## config.mk

```make
export PLATFORM = sky130hd
export DESIGN_NAME = switch_port_tx_flat
export DESIGN_NICKNAME = d
export VERILOG_FILES = /design/src/rtl/switch_pkg.sv /design/src/rtl/switch_port_tx_if.sv /design/src/rtl/switch_tx_fifo.sv /design/src/rtl/switch_port_tx.sv /design/src/flat_wrapper.sv
export SDC_FILE = /design/constraint.sdc
export NUM_CORES = 1
export LEC_CHECK = 0
export ABC_AREA = 1
export ABC_CLOCK_PERIOD_IN_PS = 1650
export CAP_MARGIN = 15
export CORE_ASPECT_RATIO = 1.1
export CORE_MARGIN = 2
export CORE_UTILIZATION = 25
export CTS_CLUSTER_SIZE = 40
export DETAILED_ROUTE_END_ITERATION = 6
export PLACE_DENSITY_LB_ADDON = 0.08
export SLEW_MARGIN = 5
export SYNTH_ARGS = -nofsm -noshare
export SYNTH_HDL_FRONTEND = slang
export SYNTH_SLANG_ARGS = --single-unit
```

## constraint.sdc

```tcl
create_clock -name clk_i -period 1.65 [get_ports clk_i]
set_clock_uncertainty 0.05 [all_clocks]
set_input_delay 0.165 -clock clk_i [delete_from_list [all_inputs] [get_ports clk_i]]
set_output_delay 0.165 -clock clk_i [all_outputs]
set_load 0.02 [all_outputs]
```

## src/rtl/switch_pkg.sv

```systemverilog
// switch_pkg: declarations shared by the switch port transmitter and switch_top.
//   ADR_W       - width of a destination port address (four ports)
//   DW_DEF      - default payload width
//   DEPTH_DEF   - default log2 of FIFO entries
//   TIMEOUT_DEF - default REQ cycles without ack before the timeout flag sets
//   tx_state_e  - transmitter FSM encoding
package switch_pkg;
    localparam int ADR_W       = 2;
    localparam int DW_DEF      = 4;
    localparam int DEPTH_DEF   = 2;
    localparam int TIMEOUT_DEF = 64;

    typedef enum logic [1:0] {
        IDLE = 2'd0,
        REQ  = 2'd1,
        REL  = 2'd2
    } tx_state_e;
endpackage

```

## src/rtl/switch_port_tx_if.sv

```systemverilog
// switch_port_tx_if: local request bus plus switch-side four-phase handshake.
//   req_valid_i/req_adr_i/req_dat_i/req_ready_o - local push side
//   validtx/adr_o/dat_o/acktx                   - switch side
//
// Handshakes:
//   Local side is valid/ready: a request transfers on a rising clock edge
//   where req_valid_i && req_ready_o. req_valid_i may be raised without
//   waiting for ready; ready never depends combinationally on req_valid_i.
//   Switch side is four-phase: validtx rises with adr_o/dat_o stable, the
//   switch raises acktx, validtx falls, the switch drops acktx, and only
//   then may validtx rise again. acktx may be asynchronous to clk_i.
interface switch_port_tx_if #(
    parameter int DW = switch_pkg::DW_DEF
);
    import switch_pkg::*;

    logic             req_valid_i;
    logic [ADR_W-1:0] req_adr_i;
    logic [DW-1:0]    req_dat_i;
    logic             req_ready_o;
    logic             validtx;
    logic [ADR_W-1:0] adr_o;
    logic [DW-1:0]    dat_o;
    logic             acktx;

    // slave: the transmitter; master: the request source and switch model
    modport slave (
        input  req_valid_i, req_adr_i, req_dat_i, acktx,
        output req_ready_o, validtx, adr_o, dat_o
    );
    modport master (
        output req_valid_i, req_adr_i, req_dat_i, acktx,
        input  req_ready_o, validtx, adr_o, dat_o
    );
endinterface

```

## src/rtl/switch_tx_fifo.sv

```systemverilog
// switch_tx_fifo: 2**DEPTH entry FIFO, W bits wide, no bypass.
//   clk_i, rst_i - clock, async active-low reset (pointers only)
//   push, wdata  - write; caller guarantees space (or a same-cycle pop)
//   pop          - advance the read pointer; caller guarantees non-empty
//   rdata        - head entry, valid when !empty
//   full, empty  - occupancy flags
module switch_tx_fifo #(
    parameter int W     = 6,
    parameter int DEPTH = 2
) (
    input  logic         clk_i,
    input  logic         rst_i,
    input  logic         push,
    input  logic [W-1:0] wdata,
    input  logic         pop,
    output logic [W-1:0] rdata,
    output logic         full,
    output logic         empty
);
    localparam int N = 1 << DEPTH;

    logic [W-1:0]   mem [N];
    // Extra MSB is the wrap bit that distinguishes full from empty.
    logic [DEPTH:0] wr_ptr;
    logic [DEPTH:0] rd_ptr;

    assign empty = (wr_ptr == rd_ptr);
    assign full  = (wr_ptr[DEPTH] != rd_ptr[DEPTH]) &&
                   (wr_ptr[DEPTH-1:0] == rd_ptr[DEPTH-1:0]);
    assign rdata = mem[rd_ptr[DEPTH-1:0]];

    always_ff @(posedge clk_i or negedge rst_i) begin
        if (!rst_i) begin
            wr_ptr <= '0;
            rd_ptr <= '0;
        end else begin
            if (push) wr_ptr <= wr_ptr + 1'b1;
            if (pop)  rd_ptr <= rd_ptr + 1'b1;
        end
    end

    // Storage needs no reset; emptiness is tracked by the pointers.
    always_ff @(posedge clk_i) begin
        if (push) mem[wr_ptr[DEPTH-1:0]] <= wdata;
    end
endmodule

```

## src/rtl/switch_port_tx.sv

```systemverilog
// switch_port_tx: source endpoint for one switch input port.
//   clk_i, rst_i - clock, async active-low reset
//   port         - local request push side and switch handshake side
//   err_clr_i    - clears the sticky timeout flag
//   busy_o       - FSM not IDLE or FIFO holds requests
//   sent_cnt_o   - completed transfers, 8-bit wrapping
//   timeout_o    - sticky: a REQ waited TIMEOUT cycles without ack
//   state_o      - current FSM state, for observation
module switch_port_tx
    import switch_pkg::*;
#(
    parameter int DW      = DW_DEF,
    parameter int DEPTH   = DEPTH_DEF,
    parameter int TIMEOUT = TIMEOUT_DEF
) (
    input  logic              clk_i,
    input  logic              rst_i,
    switch_port_tx_if.slave   port,
    input  logic              err_clr_i,
    output logic              busy_o,
    output logic [7:0]        sent_cnt_o,
    output logic              timeout_o,
    output tx_state_e         state_o
);
    localparam int W  = ADR_W + DW;
    // Counter reaches TIMEOUT and saturates so the timeout event fires once.
    localparam int TW = (TIMEOUT >= 1) ? $clog2(TIMEOUT + 1) : 1;

    tx_state_e     state, state_n;
    logic          ack_meta, ack_s;
    logic          push, pop, load;
    logic          full, empty;
    logic [W-1:0]  head;
    logic [TW-1:0] tmo_cnt;
    logic          tmo_evt;

    // Two-flop synchroniser; acktx may come from another clock domain.
    always_ff @(posedge clk_i or negedge rst_i) begin
        if (!rst_i) begin
            ack_meta <= 1'b0;
            ack_s    <= 1'b0;
        end else begin
            ack_meta <= port.acktx;
            ack_s    <= ack_meta;
        end
    end

    // A slot freed by this cycle's pop may be refilled in the same cycle.
    assign port.req_ready_o = !full || pop;
    assign push = port.req_valid_i && port.req_ready_o;

    switch_tx_fifo #(.W(W), .DEPTH(DEPTH)) u_fifo (
        .clk_i (clk_i),
        .rst_i (rst_i),
        .push  (push),
        .wdata ({port.req_adr_i, port.req_dat_i}),
        .pop   (pop),
        .rdata (head),
        .full  (full),
        .empty (empty)
    );

    always_ff @(posedge clk_i or negedge rst_i) begin
        if (!rst_i) state <= IDLE;
        else        state <= state_n;
    end

    always_comb begin
        state_n = state;
        load    = 1'b0;
        pop     = 1'b0;
        case (state)
            // A high ack_s here is the tail of the previous transfer.
            IDLE: if (!empty && !ack_s) begin
                load    = 1'b1;
                state_n = REQ;
            end
            REQ: if (ack_s) begin
                pop     = 1'b1;
                state_n = REL;
            end
            REL: if (!ack_s) state_n = IDLE;
            default: state_n = IDLE;
        endcase
    end

    // validtx is decoded from the async-reset state flop, so reset drops it at once.
    assign port.validtx = (state == REQ);
    assign busy_o       = (state != IDLE) || !empty;
    assign state_o      = state;

    assign tmo_evt = (TIMEOUT != 0) && (state == REQ) && !ack_s &&
                     (tmo_cnt == TW'(TIMEOUT - 1));

    always_ff @(posedge clk_i or negedge rst_i) begin
        if (!rst_i) begin
            port.adr_o <= '0;
            port.dat_o <= '0;
            sent_cnt_o <= '0;
            tmo_cnt    <= '0;
            timeout_o  <= 1'b0;
        end else begin
            if (load) begin
                port.adr_o <= head[W-1:DW];
                port.dat_o <= head[DW-1:0];
                tmo_cnt    <= '0;
            end else if (state == REQ && !ack_s && tmo_cnt != TW'(TIMEOUT)) begin
                tmo_cnt <= tmo_cnt + 1'b1;
            end
            if (pop) sent_cnt_o <= sent_cnt_o + 8'd1;
            // A timeout in the same cycle as a clear leaves the flag set.
            if (tmo_evt)        timeout_o <= 1'b1;
            else if (err_clr_i) timeout_o <= 1'b0;
        end
    end
endmodule

```

## src/flat_wrapper.sv

```systemverilog
// flat-port wrapper written by rule: the top's interface ports become plain ports
module switch_port_tx_flat import switch_pkg::*;
#(
    parameter int DW      = DW_DEF,
    parameter int DEPTH   = DEPTH_DEF,
    parameter int TIMEOUT = TIMEOUT_DEF
)
  (clk_i, rst_i, err_clr_i, busy_o, sent_cnt_o, timeout_o, state_o, port_req_valid_i, port_req_adr_i, port_req_dat_i, port_acktx, port_req_ready_o, port_validtx, port_adr_o, port_dat_o);
  switch_port_tx_if #(.DW(DW)) port_i ();
  input  logic clk_i;
  input  logic rst_i;
  input  logic err_clr_i;
  output logic busy_o;
  output logic [7:0] sent_cnt_o;
  output logic timeout_o;
  output tx_state_e state_o;
  input wire logic [$bits(port_i.req_valid_i)-1:0] port_req_valid_i;
  input wire logic [$bits(port_i.req_adr_i)-1:0] port_req_adr_i;
  input wire logic [$bits(port_i.req_dat_i)-1:0] port_req_dat_i;
  input wire logic [$bits(port_i.acktx)-1:0] port_acktx;
  output wire logic [$bits(port_i.req_ready_o)-1:0] port_req_ready_o;
  output wire logic [$bits(port_i.validtx)-1:0] port_validtx;
  output wire logic [$bits(port_i.adr_o)-1:0] port_adr_o;
  output wire logic [$bits(port_i.dat_o)-1:0] port_dat_o;
  assign port_i.req_valid_i = port_req_valid_i;
  assign port_i.req_adr_i = port_req_adr_i;
  assign port_i.req_dat_i = port_req_dat_i;
  assign port_i.acktx = port_acktx;
  assign port_req_ready_o = port_i.req_ready_o;
  assign port_validtx = port_i.validtx;
  assign port_adr_o = port_i.adr_o;
  assign port_dat_o = port_i.dat_o;
  switch_port_tx #(.DW(DW), .DEPTH(DEPTH), .TIMEOUT(TIMEOUT)) u_core (.clk_i(clk_i), .rst_i(rst_i), .port(port_i), .err_clr_i(err_clr_i), .busy_o(busy_o), .sent_cnt_o(sent_cnt_o), .timeout_o(timeout_o), .state_o(state_o));
endmodule
```

## Yosys cells after proc, flatten, opt, wreduce, memory -nomap -nowiden

Memories as Yosys holds them, arrays and structs flattened. A register that Yosys moved wholly into a read port is not among the register bits.
Cells that the tools add are included.

| word-level totals | value |
|---|---|
| memories | 1 |
| input bits | 11 |
| output and inout port bits | 20 |
| logic and storage cells | 54 |
| bits in registers | 26 |
| bits in writable memories | 24 |

Memories:

| memory | depth | bits a word | rd ports | clocked after Yosys merged registers in | write ports | line | RTL |
|---|---|---|---|---|---|---|---|
| u_core.u_fifo.mem | 4 | 6 | 1 | 1 | 1 | switch_tx_fifo.sv:22 | `logic [W-1:0] mem [N];` |

| cells by class | value |
|---|---|
| $add $sub $neg | 4 |
| equal/unequal tests | 10 |
| reductions and logical operators | 17 |
| mux-type cells | 14 |

Operators by type and width:

| operator | number |
|---|---|
| $mux W7 | 2 |
| $add A8 B1 Y8 const B | 1 |
| $mux W1 | 8 |
| $add A7 B1 Y7 const B | 1 |
| $eq A7 B6 Y1 const B | 1 |
| $ne A7 B7 Y1 const B | 1 |
| $add A3 B1 Y3 const B | 2 |
| $logic_and A1 B1 Y1 | 6 |
| $mux W2 | 3 |
| $pmux W2 S3 | 1 |
| $reduce_bool A2 Y1 | 3 |
| $logic_not A1 Y1 | 4 |
| $ne A2 B1 Y1 const B | 2 |
| $eq A3 B3 Y1 | 1 |
| $reduce_and A3 Y1 | 1 |
| $eq A2 B1 Y1 const B | 1 |
| $eq A2 B2 Y1 | 1 |
| $eq A2 B2 Y1 const B | 1 |
| $logic_not A2 Y1 | 1 |
| $logic_or A1 B1 Y1 | 2 |
| $ne A2 B2 Y1 const B | 1 |
| $ne A1 B1 Y1 | 1 |

## Logic depth before layout (Yosys ltp)

| depth | value |
|---|---|
| depth after elaboration | 7 |
| mapped depth | 10 |
| mapped depth without buffers | 9 |

## Hierarchy

A second synthesis with hierarchy kept.

| unflattened totals | value |
|---|---|
| cell total of the unflattened synthesis | 252 |
| area total of the unflattened synthesis | 2633.8 um^2 |

Modules (own cells, without submodules):

| module | sequential area each (um^2) | instances | area each (um^2) | cells an instance |
|---|---|---|---|---|
| switch_tx_fifo | 870.8 | 1 | 1365.1 | 118 |
| switch_port_tx | 650.6 | 1 | 1268.7 | 134 |

## Worst setup path after synthesis

No wires, ideal clock.

| timing | value |
|---|---|
| path kind | reg-to-reg |
| from | register u_core.state[0] (netlist: u_core.state_o[0]) |
| to | memory u_core.u_fifo.mem[3][0] (enable) |
| setup slack | -54 ps |
| path buffers | 0 |
| stages on the path, launching flop included | 7 |
| data required time | 1274 ps |
| data arrival time | 1328 ps |
| period minus slack after synthesis | 1704 ps |
| setup time | 326 ps |
| cell sequence | dfrtp_1 > nand3_4 > inv_2 > nor2_2 > nand2_4 > nand2_4 > nor2_2 |

| on the way | value |
|---|---|
| cells in the longest elaborated chain, start to end | 6 |

Ends and longest elaborated chain:

| item | line | RTL |
|---|---|---|
| start: declaration | switch_port_tx.sv:29 | `tx_state_e state, state_n;` |
| start signal: assignment | switch_port_tx.sv:65 | `else state <= state_n;` |
| $eq A2 B1 Y1 | switch_port_tx.sv:72 | `case (state)` |
| $mux W1 | switch_port_tx.sv:72 |  |
| $logic_or A1 B1 Y1 | switch_port_tx.sv:49 | `assign port.req_ready_o = !full \|\| pop;` |
| named net port_req_ready_o | flat_wrapper.sv:21 | `output wire logic [$bits(port_i.req_ready_o)-1:0] port_req_ready_o;` |
| $logic_and A1 B1 Y1 | switch_port_tx.sv:50 | `assign push = port.req_valid_i && port.req_ready_o;` |
| $mux W1 | switch_tx_fifo.sv:44 | `if (push) mem[wr_ptr[DEPTH-1:0]] <= wdata;` |
| $mux W1 (not written as such) | switch_tx_fifo.sv:44 |  |
| end: declaration | switch_tx_fifo.sv:22 |  |

The timed path passes the listed nets, and every way through them passes these cells.

## Final worst setup path

| timing | value |
|---|---|
| from | register u_core.sent_cnt_o[0] |
| to | output port sent_cnt_o[0] |

RTL lines:

| item | line | RTL |
|---|---|---|
| start: declaration | switch_port_tx.sv:21 | `output logic [7:0] sent_cnt_o,` |
| start signal: assignment | switch_port_tx.sv:110 | `if (pop) sent_cnt_o <= sent_cnt_o + 8'd1;` |
| end: declaration | flat_wrapper.sv:14 | `output logic [7:0] sent_cnt_o;` |

No word-level cell between the ends.

==> results.md <==
- Status: complete, no violations
- Total Nets Final: 348
- Crit path max-delay family: buffers and inverters
- Mapped Area: 2650 um^2
- Slowest cell delay on critical path: 630 ps
- Fin crit share: 0.941
- F_max: 644 MHz
- RePlAce Congestion: 0.681
- Cts bufs inserted: 5
- Starting Density: 0.256
- DRT iter0 DRCs: 64
- Fraction of layout cells with a size suffix above 1: 0.191
- CTS tree: done
- Slowest-stage cell, CP: clkdlybuf4s50_1
- Critical-path cell list: clkdlybuf4s50_1
- DR vias: 1845
- WL/cell: 11.2 um
- Ys Warns: 0
- Sequential area share after synthesis: 0.575
- H-tree lvl count: 2
- Gate count after technology mapping: 272
- Reg clk slew, reported paths: 80 ps
- PD cells: 1670 nW/um^2
- Total GRT Usage: 0.102
- CP Max Fanout: 4
- Mean post-synth cell area: 9.73 um^2
- Static Leakage: 1.55 nW
- Drt via density: 3.90
- Hold Vio Cnt, Final: 0
- Clk_lat worst skew: 300 ps
- Die ar.: 11400 um^2
- Commonest cells after routing, fill and taps aside: 63 x nand2_1, 31 x inv_1, 31 x dfrtp_1
- Drt total wl: 5.28 mm
- CTS root buf: clkbuf_16
- Tightest Pin Transition: 430 ps
- Worst vdd ir: 0.565 mV
- ANT cells: 0
- Antenna viol nets, final: 0
- Largest net degree at the start of global routing: 33
- Die width: 102 um
- Chip Height: 112 um
- Reg-to-reg startpoint: u_core.u_fifo.rd_ptr[2]$_DFFE_PN0P_
- Worst Path Buf+Inv: 1
- CP Capture Type: primary output
- Initial antenna violation count: 0
- CP Data Arrival Time: 1340 ps
- Core Footprint: 10300 um^2
- FP Rows: 39
- Simple-gate share of the synthesized area: 0.244
- First drt pass iteration count: 4
- Slew Limit Fails: 0
- Vias in the first global route: 1890
- Xor-xnor portion of the synthesized cell area: 0.0331
- Tmin final: 1550 ps
- Depth of the most critical reg-to-reg path: 8
- First-pass GRT wire length: 9.18 mm
- HPWL after detailed placement: 3.88 mm
- Longest Clk Path Bufs: 2
- Req. time, crit path: 1430 ps
- Grt ovf: 0
- Syn Nets: 291
- Hold buffer count at CTS: 0
- Setup crit start: u_core.sent_cnt_o[0]$_DFFE_PN0P_
- Worst flop-to-flop path endpoint: u_core.u_fifo.mem[1][4]$_DFFE_PP_
- WS Path Type: reg -> out
- Commonest non-fill, non-tap cell in the layout: nand2_1
- Compound-gate portion of the synthesized area: 0.0416
- Syn-to-layout area delta: 29.2%
- Max transition margin: 0.713
- Crit path launch type: flop
- Internal reg-to-reg setup slack: 200 ps
- Port bufs: 30
- RSZ-0062 raised after global routing: no
- Crit path depth: 1
- Mux contribution to synthesized area: 0
- Max-cap violation count: 0
- Yosys reg bits: 56
- Clock Sinks: 56
- Number of I/O pins: 31
- Type of the worst min-delay path: in -> async
- Utilization after layout: 0.331
- Post-synthesis adder-cell area fraction: 0.0378
- Tot Pwr: 0.00570 W
- DRC: 0
- Main combinational cell family by area after synthesis: simple AND/OR/NAND/NOR gates
- Final setup violation count: 0
- Worst Setup EP: sent_cnt_o[0]
- Synth unique cells: 23
[cell families (layout without fill, tap and decap cells)]
logic type	Yosys count	after routing
flops	56	56
xor+xnor	10	10
compound gates	22	22
fa+ha+maj	8	8
simple gates	134	134
buf+inv	42	100
[routing by layer]
| metal | routed length, um | global-route usage | up-vias |
|---|---|---|---|
| met4 | 77 | 0.0338 | 0 |
| met3 | 141 | 0.0195 | 5 |
| met5 | 0 | 0 | - |
| met1 | 2560 | 0.138 | 845 |
| met2 | 2500 | 0.164 | 21 |
| li1 | - | - | 974 |
[synth_stat cells]
library cell  instances  area [um^2]
buf_6                 2         22.5
nand4_1               3         18.8
xnor2_1               5         43.8
buf_2                 2         10.0
nand2_1              63          236
ha_1                  8          100
nand3_1              19         95.1
buf_4                 1         7.51
inv_2                 5         18.8
a21oi_1               7         35.0
nand3_2               3         30.0
nand2_4               3         33.8
dfrtp_1              32          801
nor3_4                1         16.3
xor2_1                5         43.8
edfxtp_1             24          721
nand3_4               2         35.0
o21ai_0              15         75.1
inv_1                31          116
nor2_1               28          105
inv_4                 1         6.26
nor2_2                9         56.3
nand2_2               3         18.8
[metrics by stage]
step | std cells | setup TNS (ps) | hold WS [ps] | worst slack, ps | area [um^2]
after detailed placement | 464 | 0 | 296 | 35.6 | 3270
after global routing | 473 | 0 | 257 | 33.1 | 3420
after CTS | 473 | 0 | 252 | 3.41 | 3430
after global placement | 464 | 0 | 304 | 51.6 | 3270
final | 473 | 0 | 228 | 96.8 | 3420
after floorplan | 272 | -817 | -181 | -34.1 | 2650
[state kept, by name, summed over array words and instances (netlist names)]
name and count:
u_core.u_fifo.rd_ptr 3, u_core.state_o 2, u_core.tmo_cnt 7, u_core.ack_s 1, u_core.sent_cnt_o 8, u_core.ack_meta 1
u_core.port.dat_o 4, u_core.port.adr_o 2, u_core.u_fifo.mem 24, u_core.u_fifo.wr_ptr 3, u_core.timeout_o 1
[where the power goes]
part	switching [W]	internal, W
logic	0.00145	0.00108
registers	0.000241	0.00184
clock network	0.000520	0.000575
[final cells by class]
cell class / count / area (um^2)
multi-input combinational: 174 / 948
clock buffer: 5 / 125
inverter: 37 / 141
clock inverter: 3 / 25.0
tap: 143 / 179
timing repair buffer: 55 / 478
fill: 1091 / 6930
sequential: 56 / 1520
[worst min path at each step]
stage          depth (start not counted)  slack (ps)                            end                       from
2_1_floorplan                          0        -180      u_core.ack_meta$_DFF_PN0_                      rst_i
3_3_place_gp                           0         300         u_core.ack_s$_DFF_PN0_  u_core.ack_meta$_DFF_PN0_
3_5_place_dp                           0         300         u_core.ack_s$_DFF_PN0_  u_core.ack_meta$_DFF_PN0_
4_1_cts                                2         250  u_core.tmo_cnt[4]$_DFFE_PN0P_                      rst_i
5_1_grt                                1         260      u_core.ack_meta$_DFF_PN0_                 port_acktx
6_report                               2         230  u_core.tmo_cnt[5]$_DFFE_PN0P_                      rst_i
[timing repair]
| item | in CTS | in global routing |
|---|---|---|
| gates resized for setup | 6 | 4 |
| pin swaps | 0 | 1 |
| endpoints found under the setup margin | 4 | 3 |
| setup buffers | 1 | 0 |
No activity file was read; power rests on OpenSTA's default activity.
